==> src/rtl/re_order_buffer_if.sv <==
// re_order_buffer_if: issue, CDB, operand-query and commit signals of the reorder buffer.
interface re_order_buffer_if #(
  parameter int ROBBW = 4,
  parameter int REGBW = 5
);
  logic             issue_flag;
  logic [1:0]       issue_type;
  logic [REGBW-1:0] issue_rd;
  logic             issue_pred;
  logic [ROBBW-1:0] next_id;
  logic             full;
  logic             ex_cdb_flag;
  logic [ROBBW-1:0] ex_cdb_rob_id;
  logic [31:0]      ex_cdb_val;
  logic             ex_cdb_jump;
  logic [31:0]      ex_cdb_pc;
  logic             ld_cdb_flag;
  logic [ROBBW-1:0] ld_cdb_rob_id;
  logic [31:0]      ld_cdb_val;
  logic [ROBBW-1:0] id1;
  logic [ROBBW-1:0] id2;
  logic             id1_ready;
  logic             id2_ready;
  logic [31:0]      id1_val;
  logic [31:0]      id2_val;
  logic             flag_ROB;
  logic [REGBW-1:0] rd_ROB;
  logic [ROBBW-1:0] id_ROB;
  logic [31:0]      val_ROB;
  logic             st_commit_flag;
  logic [ROBBW-1:0] st_commit_id;
  logic             jump_wrong;
  logic [31:0]      jump_pc;
  modport master (
    output issue_flag, issue_type, issue_rd, issue_pred,
    output ex_cdb_flag, ex_cdb_rob_id, ex_cdb_val, ex_cdb_jump, ex_cdb_pc,
    output ld_cdb_flag, ld_cdb_rob_id, ld_cdb_val, id1, id2,
    input  next_id, full, id1_ready, id2_ready, id1_val, id2_val,
    input  flag_ROB, rd_ROB, id_ROB, val_ROB, st_commit_flag, st_commit_id, jump_wrong, jump_pc
  );
  modport slave (
    input  issue_flag, issue_type, issue_rd, issue_pred,
    input  ex_cdb_flag, ex_cdb_rob_id, ex_cdb_val, ex_cdb_jump, ex_cdb_pc,
    input  ld_cdb_flag, ld_cdb_rob_id, ld_cdb_val, id1, id2,
    output next_id, full, id1_ready, id2_ready, id1_val, id2_val,
    output flag_ROB, rd_ROB, id_ROB, val_ROB, st_commit_flag, st_commit_id, jump_wrong, jump_pc
  );
endinterface

==> src/rtl/re_order_buffer.sv <==
// re_order_buffer: circular in-order commit queue with CDB completion, operand query and mispredict flush.
module re_order_buffer #(
  parameter int ROBBW = 4,
  parameter int ROBSZ = 15,
  parameter int REGBW = 5
) (
  input logic clk,
  input logic rst,
  input logic rdy,
  re_order_buffer_if.slave bus
);
  localparam int NE = 1 << ROBBW;
  logic [NE-1:0]    busy_q, ready_q, pred_q, jump_q;
  logic [1:0]       type_q [NE];
  logic [REGBW-1:0] ent_rd_q [NE];
  logic [31:0]      val_q [NE];
  logic [31:0]      pc_q [NE];
  logic [ROBBW-1:0] head_q, head_d, tail_q, tail_d, count_q, count_d;
  logic             flag_rob_q, st_flag_q, jw_q;
  logic [REGBW-1:0] rd_rob_q;
  logic [ROBBW-1:0] id_rob_q, st_id_q;
  logic [31:0]      val_rob_q, jpc_q;
  logic             commit, flush, issue, regw;
  function automatic logic [ROBBW-1:0] wrap(input logic [ROBBW-1:0] x);
    return x == ROBBW'(ROBSZ) ? ROBBW'(1) : x + 1'b1;
  endfunction
  assign bus.full    = count_q == ROBBW'(ROBSZ);
  assign bus.next_id = tail_q;
  assign commit = busy_q[head_q] & ready_q[head_q];
  // BR and JMP both have type bit 0 set; only they can redirect
  assign flush  = commit & type_q[head_q][0] & (jump_q[head_q] != pred_q[head_q]);
  assign issue  = bus.issue_flag & ~bus.full & ~flush;
  assign regw   = commit & (type_q[head_q][1] == type_q[head_q][0]);
  always_comb begin
    head_d  = flush ? ROBBW'(1) : commit ? wrap(head_q) : head_q;
    tail_d  = flush ? ROBBW'(1) : issue ? wrap(tail_q) : tail_q;
    count_d = flush ? '0 : count_q + ROBBW'(issue) - ROBBW'(commit);
  end
  assign bus.id1_ready = (bus.id1 != '0) && busy_q[bus.id1] && ready_q[bus.id1];
  assign bus.id2_ready = (bus.id2 != '0) && busy_q[bus.id2] && ready_q[bus.id2];
  assign bus.id1_val   = bus.id1_ready ? val_q[bus.id1] : '0;
  assign bus.id2_val   = bus.id2_ready ? val_q[bus.id2] : '0;
  always_ff @(posedge clk) begin
    if (!rst) begin
      head_q  <= ROBBW'(1);
      tail_q  <= ROBBW'(1);
      count_q <= '0;
      busy_q  <= '0;
      ready_q <= '0;
    end else if (rdy) begin
      head_q  <= head_d;
      tail_q  <= tail_d;
      count_q <= count_d;
      if (bus.ld_cdb_flag && busy_q[bus.ld_cdb_rob_id]) begin
        ready_q[bus.ld_cdb_rob_id] <= 1'b1;
        val_q[bus.ld_cdb_rob_id]   <= bus.ld_cdb_val;
      end
      if (bus.ex_cdb_flag && busy_q[bus.ex_cdb_rob_id]) begin
        ready_q[bus.ex_cdb_rob_id] <= 1'b1;
        val_q[bus.ex_cdb_rob_id]   <= bus.ex_cdb_val;
        jump_q[bus.ex_cdb_rob_id]  <= bus.ex_cdb_jump;
        pc_q[bus.ex_cdb_rob_id]    <= bus.ex_cdb_pc;
      end
      if (issue) begin
        busy_q[tail_q]   <= 1'b1;
        ready_q[tail_q]  <= 1'b0;
        type_q[tail_q]   <= bus.issue_type;
        ent_rd_q[tail_q] <= bus.issue_rd;
        pred_q[tail_q]   <= bus.issue_pred;
      end
      if (commit) busy_q[head_q] <= 1'b0;
      if (flush) begin
        busy_q  <= '0;
        ready_q <= '0;
      end
    end
  end
  // commit pulses are zeroed by reset and while stalled
  always_ff @(posedge clk) begin
    if (!rst || !rdy) begin
      flag_rob_q <= 1'b0;
      rd_rob_q   <= '0;
      id_rob_q   <= '0;
      val_rob_q  <= '0;
      st_flag_q  <= 1'b0;
      st_id_q    <= '0;
      jw_q       <= 1'b0;
      jpc_q      <= '0;
    end else begin
      flag_rob_q <= regw;
      rd_rob_q   <= regw ? ent_rd_q[head_q] : '0;
      id_rob_q   <= regw ? head_q : '0;
      val_rob_q  <= regw ? val_q[head_q] : '0;
      st_flag_q  <= commit && type_q[head_q] == 2'b10;
      st_id_q    <= commit && type_q[head_q] == 2'b10 ? head_q : '0;
      jw_q       <= flush;
      jpc_q      <= flush ? pc_q[head_q] : '0;
    end
  end
  assign bus.flag_ROB       = flag_rob_q;
  assign bus.rd_ROB         = rd_rob_q;
  assign bus.id_ROB         = id_rob_q;
  assign bus.val_ROB        = val_rob_q;
  assign bus.st_commit_flag = st_flag_q;
  assign bus.st_commit_id   = st_id_q;
  assign bus.jump_wrong     = jw_q;
  assign bus.jump_pc        = jpc_q;
endmodule

==> src/flat_wrapper.sv <==
// flat-port wrapper written by rule: the top's interface ports become plain ports
module re_order_buffer_flat 
#(
  parameter int ROBBW = 4,
  parameter int ROBSZ = 15,
  parameter int REGBW = 5
)
  (clk, rst, rdy, bus_issue_flag, bus_issue_type, bus_issue_rd, bus_issue_pred, bus_ex_cdb_flag, bus_ex_cdb_rob_id, bus_ex_cdb_val, bus_ex_cdb_jump, bus_ex_cdb_pc, bus_ld_cdb_flag, bus_ld_cdb_rob_id, bus_ld_cdb_val, bus_id1, bus_id2, bus_next_id, bus_full, bus_id1_ready, bus_id2_ready, bus_id1_val, bus_id2_val, bus_flag_ROB, bus_rd_ROB, bus_id_ROB, bus_val_ROB, bus_st_commit_flag, bus_st_commit_id, bus_jump_wrong, bus_jump_pc);
  re_order_buffer_if #(.ROBBW(ROBBW), .REGBW(REGBW)) bus_i ();
  input logic clk;
  input logic rst;
  input logic rdy;
  input wire logic [$bits(bus_i.issue_flag)-1:0] bus_issue_flag;
  input wire logic [$bits(bus_i.issue_type)-1:0] bus_issue_type;
  input wire logic [$bits(bus_i.issue_rd)-1:0] bus_issue_rd;
  input wire logic [$bits(bus_i.issue_pred)-1:0] bus_issue_pred;
  input wire logic [$bits(bus_i.ex_cdb_flag)-1:0] bus_ex_cdb_flag;
  input wire logic [$bits(bus_i.ex_cdb_rob_id)-1:0] bus_ex_cdb_rob_id;
  input wire logic [$bits(bus_i.ex_cdb_val)-1:0] bus_ex_cdb_val;
  input wire logic [$bits(bus_i.ex_cdb_jump)-1:0] bus_ex_cdb_jump;
  input wire logic [$bits(bus_i.ex_cdb_pc)-1:0] bus_ex_cdb_pc;
  input wire logic [$bits(bus_i.ld_cdb_flag)-1:0] bus_ld_cdb_flag;
  input wire logic [$bits(bus_i.ld_cdb_rob_id)-1:0] bus_ld_cdb_rob_id;
  input wire logic [$bits(bus_i.ld_cdb_val)-1:0] bus_ld_cdb_val;
  input wire logic [$bits(bus_i.id1)-1:0] bus_id1;
  input wire logic [$bits(bus_i.id2)-1:0] bus_id2;
  output wire logic [$bits(bus_i.next_id)-1:0] bus_next_id;
  output wire logic [$bits(bus_i.full)-1:0] bus_full;
  output wire logic [$bits(bus_i.id1_ready)-1:0] bus_id1_ready;
  output wire logic [$bits(bus_i.id2_ready)-1:0] bus_id2_ready;
  output wire logic [$bits(bus_i.id1_val)-1:0] bus_id1_val;
  output wire logic [$bits(bus_i.id2_val)-1:0] bus_id2_val;
  output wire logic [$bits(bus_i.flag_ROB)-1:0] bus_flag_ROB;
  output wire logic [$bits(bus_i.rd_ROB)-1:0] bus_rd_ROB;
  output wire logic [$bits(bus_i.id_ROB)-1:0] bus_id_ROB;
  output wire logic [$bits(bus_i.val_ROB)-1:0] bus_val_ROB;
  output wire logic [$bits(bus_i.st_commit_flag)-1:0] bus_st_commit_flag;
  output wire logic [$bits(bus_i.st_commit_id)-1:0] bus_st_commit_id;
  output wire logic [$bits(bus_i.jump_wrong)-1:0] bus_jump_wrong;
  output wire logic [$bits(bus_i.jump_pc)-1:0] bus_jump_pc;
  assign bus_i.issue_flag = bus_issue_flag;
  assign bus_i.issue_type = bus_issue_type;
  assign bus_i.issue_rd = bus_issue_rd;
  assign bus_i.issue_pred = bus_issue_pred;
  assign bus_i.ex_cdb_flag = bus_ex_cdb_flag;
  assign bus_i.ex_cdb_rob_id = bus_ex_cdb_rob_id;
  assign bus_i.ex_cdb_val = bus_ex_cdb_val;
  assign bus_i.ex_cdb_jump = bus_ex_cdb_jump;
  assign bus_i.ex_cdb_pc = bus_ex_cdb_pc;
  assign bus_i.ld_cdb_flag = bus_ld_cdb_flag;
  assign bus_i.ld_cdb_rob_id = bus_ld_cdb_rob_id;
  assign bus_i.ld_cdb_val = bus_ld_cdb_val;
  assign bus_i.id1 = bus_id1;
  assign bus_i.id2 = bus_id2;
  assign bus_next_id = bus_i.next_id;
  assign bus_full = bus_i.full;
  assign bus_id1_ready = bus_i.id1_ready;
  assign bus_id2_ready = bus_i.id2_ready;
  assign bus_id1_val = bus_i.id1_val;
  assign bus_id2_val = bus_i.id2_val;
  assign bus_flag_ROB = bus_i.flag_ROB;
  assign bus_rd_ROB = bus_i.rd_ROB;
  assign bus_id_ROB = bus_i.id_ROB;
  assign bus_val_ROB = bus_i.val_ROB;
  assign bus_st_commit_flag = bus_i.st_commit_flag;
  assign bus_st_commit_id = bus_i.st_commit_id;
  assign bus_jump_wrong = bus_i.jump_wrong;
  assign bus_jump_pc = bus_i.jump_pc;
  re_order_buffer #(.ROBBW(ROBBW), .ROBSZ(ROBSZ), .REGBW(REGBW)) u_core (.clk(clk), .rst(rst), .rdy(rdy), .bus(bus_i));
endmodule
==> config.mk <==
export PLATFORM = sky130hd
export DESIGN_NAME = re_order_buffer_flat
export DESIGN_NICKNAME = d
export VERILOG_FILES = /design/src/rtl/re_order_buffer_if.sv /design/src/rtl/re_order_buffer.sv /design/src/flat_wrapper.sv
export SDC_FILE = /design/constraint.sdc
export NUM_CORES = 2
export LEC_CHECK = 0
export CAP_MARGIN = 5
export CORE_UTILIZATION = 40
export DETAILED_ROUTE_END_ITERATION = 12
export PLACE_DENSITY = 0.59
export SKIP_CTS_REPAIR_TIMING = 1
export SYNTH_ARGS = -nofsm -noshare
export SYNTH_HDL_FRONTEND = slang
export SYNTH_SLANG_ARGS = --single-unit
==> constraint.sdc <==
create_clock -name clk -period 9.3 [get_ports clk]
set_input_delay 1.395 -clock clk [delete_from_list [all_inputs] [get_ports clk]]
set_output_delay 1.395 -clock clk [all_outputs]
set_load 0.02 [all_outputs]
==> impl_results.md <==
- Tcrit/Tclk final: 0.6915
- Core area: between 150000 and 200000 um^2
- CTS Buf Count: 146
- Synthesis-to-finish area growth: 15.17%
- Netlist cell types: 64
- Sink Count: 1296
- Final nets: slightly above 4000
- Post-synth ARST share: 0
- Critical path, cell by cell: buf_4, mux4_2, o21ai_0, a21oi_4, buf_4, nor2b_1, clkdlybuf4s50_1
- Peak supply drop: roughly 200 uV
- Placed Cells incl. Taps: 5803
- First-pass GRT wire length: around 290000 um
- Ports: 278
- Number of synthesized flops with an enable pin: 1168
- Chip width: 402.5 um
- Placer Congestion: 0.8306
- Mean post-synth cell area: 17.30 um^2
- Fraction of layout cells with a size suffix above 1: 0.3663
- Pleak: 24.08 nW
- CTS max path bufs: 3
- Max stage delay on crit path: 0.74 ns
- Synth area leader: edfxtp_1
- Routed vias: 38210
- Crit path buf inv count: 3
- Worst setup SP type: primary input
- WL final: about 200000 um
- Post-Layout Inst Area: approximately 74000 um^2
- Hold crit path type: reg2reg
- # DRC: 0
- CP Capture Type: output pin
- Die ar.: 162000 um^2
- CP top delay family: buffers and inverters
- Worst-Skew Late Latency: 0.83 ns
- Initial drt markers: 4488
- Crit Path Category: in2out
- Final clock skew: 0.06720 ns
- Die Y: 402.5 um
- Setup Viol. Count Final: 0
- Syn Nets: between 3000 and 4000
- CP arrival: 5.04 ns
- # fillers: between 10000 and 15000
- GRT Util Overall: 0.2464
- Slew Viols, Final: 0
- Htree depth: 4
- Largest net degree at the start of global routing: about 140
- Crit-path most repeated cell: buf_4
- DR vias/cell: about 6.3
- Multi-input logic area: approximately 25000 um^2
- Worst-Margin Slew: 1.145 ns
- WP data required: 7.91 ns
- Row count: 146
- Register clock-pin slew on the reported worst setup and hold paths: 0.06 ns
- WHS: about 0.47 ns
- Cell area power density: between 150 and 200 nW/um^2
- Outcome: completed
- Vias in the first global route: about 38000
- DRT Pass-1 Iters: 5
- Starting Density: 0.4042
- Top cell type's share of synthesized area: 0.5466
- Fin. Hold Viols: 0
- Pwr Total: 12.77 mW
- Fin cells: slightly above 6000
- Max-cap viol count: 0
- Warnings from Yosys: 0
- CP max FO: 40
- DP HPWL: 108400 um
- Min Tclk post-route: roughly 6.4 ns
- Seq/Total Area, Yosys: 0.5866
- RSZ-0062 raised after global routing: no
- Ys flop type: edfxtp_1
- Setup TNS: 0 ns
- Seq cells post-synth: ~1300
- # port buffers: approximately 280
- Cells after Synth: ~3700
- Reg2Reg Setup Slack: a little under 4 ns
- GRT overflow: 0
- Synth area leaders: edfxtp_1 (55%), mux4_2 (25%), mux2_2 (6.8%)
- Netlist Area Pre-Place: about 64000 um^2
- DR WL/cell: 32.94 um
- Slowest cell on the critical path: buf_4
- Root buf cell: clkbuf_16
- Placed Area: 69110 um^2
- Achievable Freq: 155.5 MHz
- Sequential Area: 37650 um^2
- Rel. slew slack: 0.2309
- TritonCTS clock tree: yes
- Initial antenna violation count: 36
- Routed Antenna Nets: 0
-- final cells by class --
cell class	count	share of cell area
diodes	2	0.00006773
clock buffers	193	0.05278
clock inverters	76	0.01189
inverters	49	0.002557
multi-input cells	2026	0.3419
flip-flops and latches	1296	0.5095
well taps	2072	0.03508
repair buffers	360	0.04629
-- worst register-to-register path: stages (launching register included) --
cell	delay, ns
dfxtp_4	0.78
buf_12	0.74
mux4_2	0.68
a22oi_1	0.22
nand2_1	0.13
xnor2_1	0.21
nor2_4	0.21
buf_4	0.50
buf_4	0.59
nor2_1	0.14
ha_1	0.25
fa_1	0.40
xor2_1	0.16
nand3_1	0.09
a21oi_1	0.17
-- state kept, by name (all words and copies together) (netlist names), 16 cells and up, named ones only --
name / count
u_core.pc_q: 512
u_core.val_q: 512
u_core.ent_rd_q: 80
u_core.bus.jump_pc: 32
u_core.bus.val_ROB: 32
u_core.type_q: 32
u_core.busy_q: 16
u_core.jump_q: 16
u_core.pred_q: 16
u_core.ready_q: 16
-- cells in the mapped netlist (all sizes together) (2+ instances only) --
| cell type | instances |
|---|---|
| a211oi | 9 |
| nand3 | 32 |
| nor3b | 2 |
| a21o | 8 |
| a2111oi | 8 |
| nand2b | 6 |
| o21ai | 40 |
| nand3b | 4 |
| o21a | 2 |
| dfxtp | 128 |
| a22o | 2 |
| xor2 | 2 |
| and2 | 48 |
| a21oi | 26 |
| a221oi | 5 |
| a32o | 2 |
| ha | 14 |
| or2 | 10 |
| mux2i | 4 |
| o2111ai | 2 |
| o32ai | 8 |
| o2bb2ai | 3 |
| clkbuf | 206 |
| buf | 132 |
| a31o | 4 |
| a32oi | 2 |
| o211ai | 4 |
| or3 | 2 |
| nor4 | 8 |
| o22ai | 6 |
| a2bb2oi | 2 |
| nor3 | 23 |
| edfxtp | 1168 |
| nor2 | 60 |
| nand2 | 451 |
| mux2 | 385 |
| a22oi | 10 |
| a31oi | 6 |
| nor2b | 73 |
| mux4 | 701 |
| and3 | 40 |
| inv | 48 |
-- where the power goes --
part	leakage [nW]	internal [mW]	switching, mW	total, mW
logic	10.3	0.317	0.376	0.693
registers	11.5	6.34	0.00451	6.35
clock network	2.30	3.18	2.54	5.73
total	24.1	9.84	2.92	12.8
-- metrics by stage --
step / setup slack [ns] / utilization
detailed placement: 2.917 / 0.4354
global route: 2.810 / 0.4655
global placement: 2.910 / 0.4354
CTS: 2.901 / 0.4655
floorplan: 4.071 / -
finish: 2.869 / 0.4655
-- cell usage in the layout, fill, tap and decap left out, drive strengths merged, types with 8 or more instances in the layout --
master / count
a2111oi: 8
a211oi: 9
a21o: 8
a21oi: 26
a22oi: 10
and2: 48
and3: 40
buf: 91
clkbuf: 193
clkdlybuf4s50: 269
clkinv: 65
dfxtp: 128
edfxtp: 1168
ha: 14
inv: 50
mux2: 385
mux4: 701
nand2: 451
nand3: 32
nor2: 60
nor2b: 73
nor3: 23
nor4: 8
o21ai: 40
o32ai: 8
or2: 10
-- routing by layer --
| layer | vias to the layer above | part of all wire | global-route usage |
|---|---|---|---|
| li1 | 15390 | - | - |
| met1 | 20340 | 0.41 | 0.3426 |
| met2 | 2059 | 0.47 | 0.3859 |
| met3 | 383 | 0.096 | 0.05722 |
| met4 | 38 | 0.028 | 0.07366 |
| met5 | - | 0.0011 | 0 |
-- logic make-up (layout without fill, tap and decap cells) --
kind of cell             Yosys count  after routing  synth area share
AND/OR/NAND/NOR                  760            760           0.05427
AO/OA/AOI/OAI                    158            158           0.01671
other                              0              2                 0
adder cells (fa/ha/maj)           15             15          0.003042
buffers and inverters            387            678           0.02476
multiplexers                    1090           1090            0.3142
XOR/XNOR                           3              3         0.0004096
flip-flops                      1296           1296            0.5866
-- worst paths after layout --
check                                  from                             end  cells after the start
max                              bus_id2[3]                  bus_id2_val[1]                      7
max reg2reg   u_core.head_q[0]$_SDFFE_PN1P_  u_core.count_q[2]$_SDFFE_PN0P_                     14
min reg2reg  u_core.count_q[3]$_SDFFE_PN0P_  u_core.count_q[3]$_SDFFE_PN0P_                      2
min          u_core.count_q[3]$_SDFFE_PN0P_  u_core.count_q[3]$_SDFFE_PN0P_                      2
No activity file was read; power rests on OpenSTA's default activity.
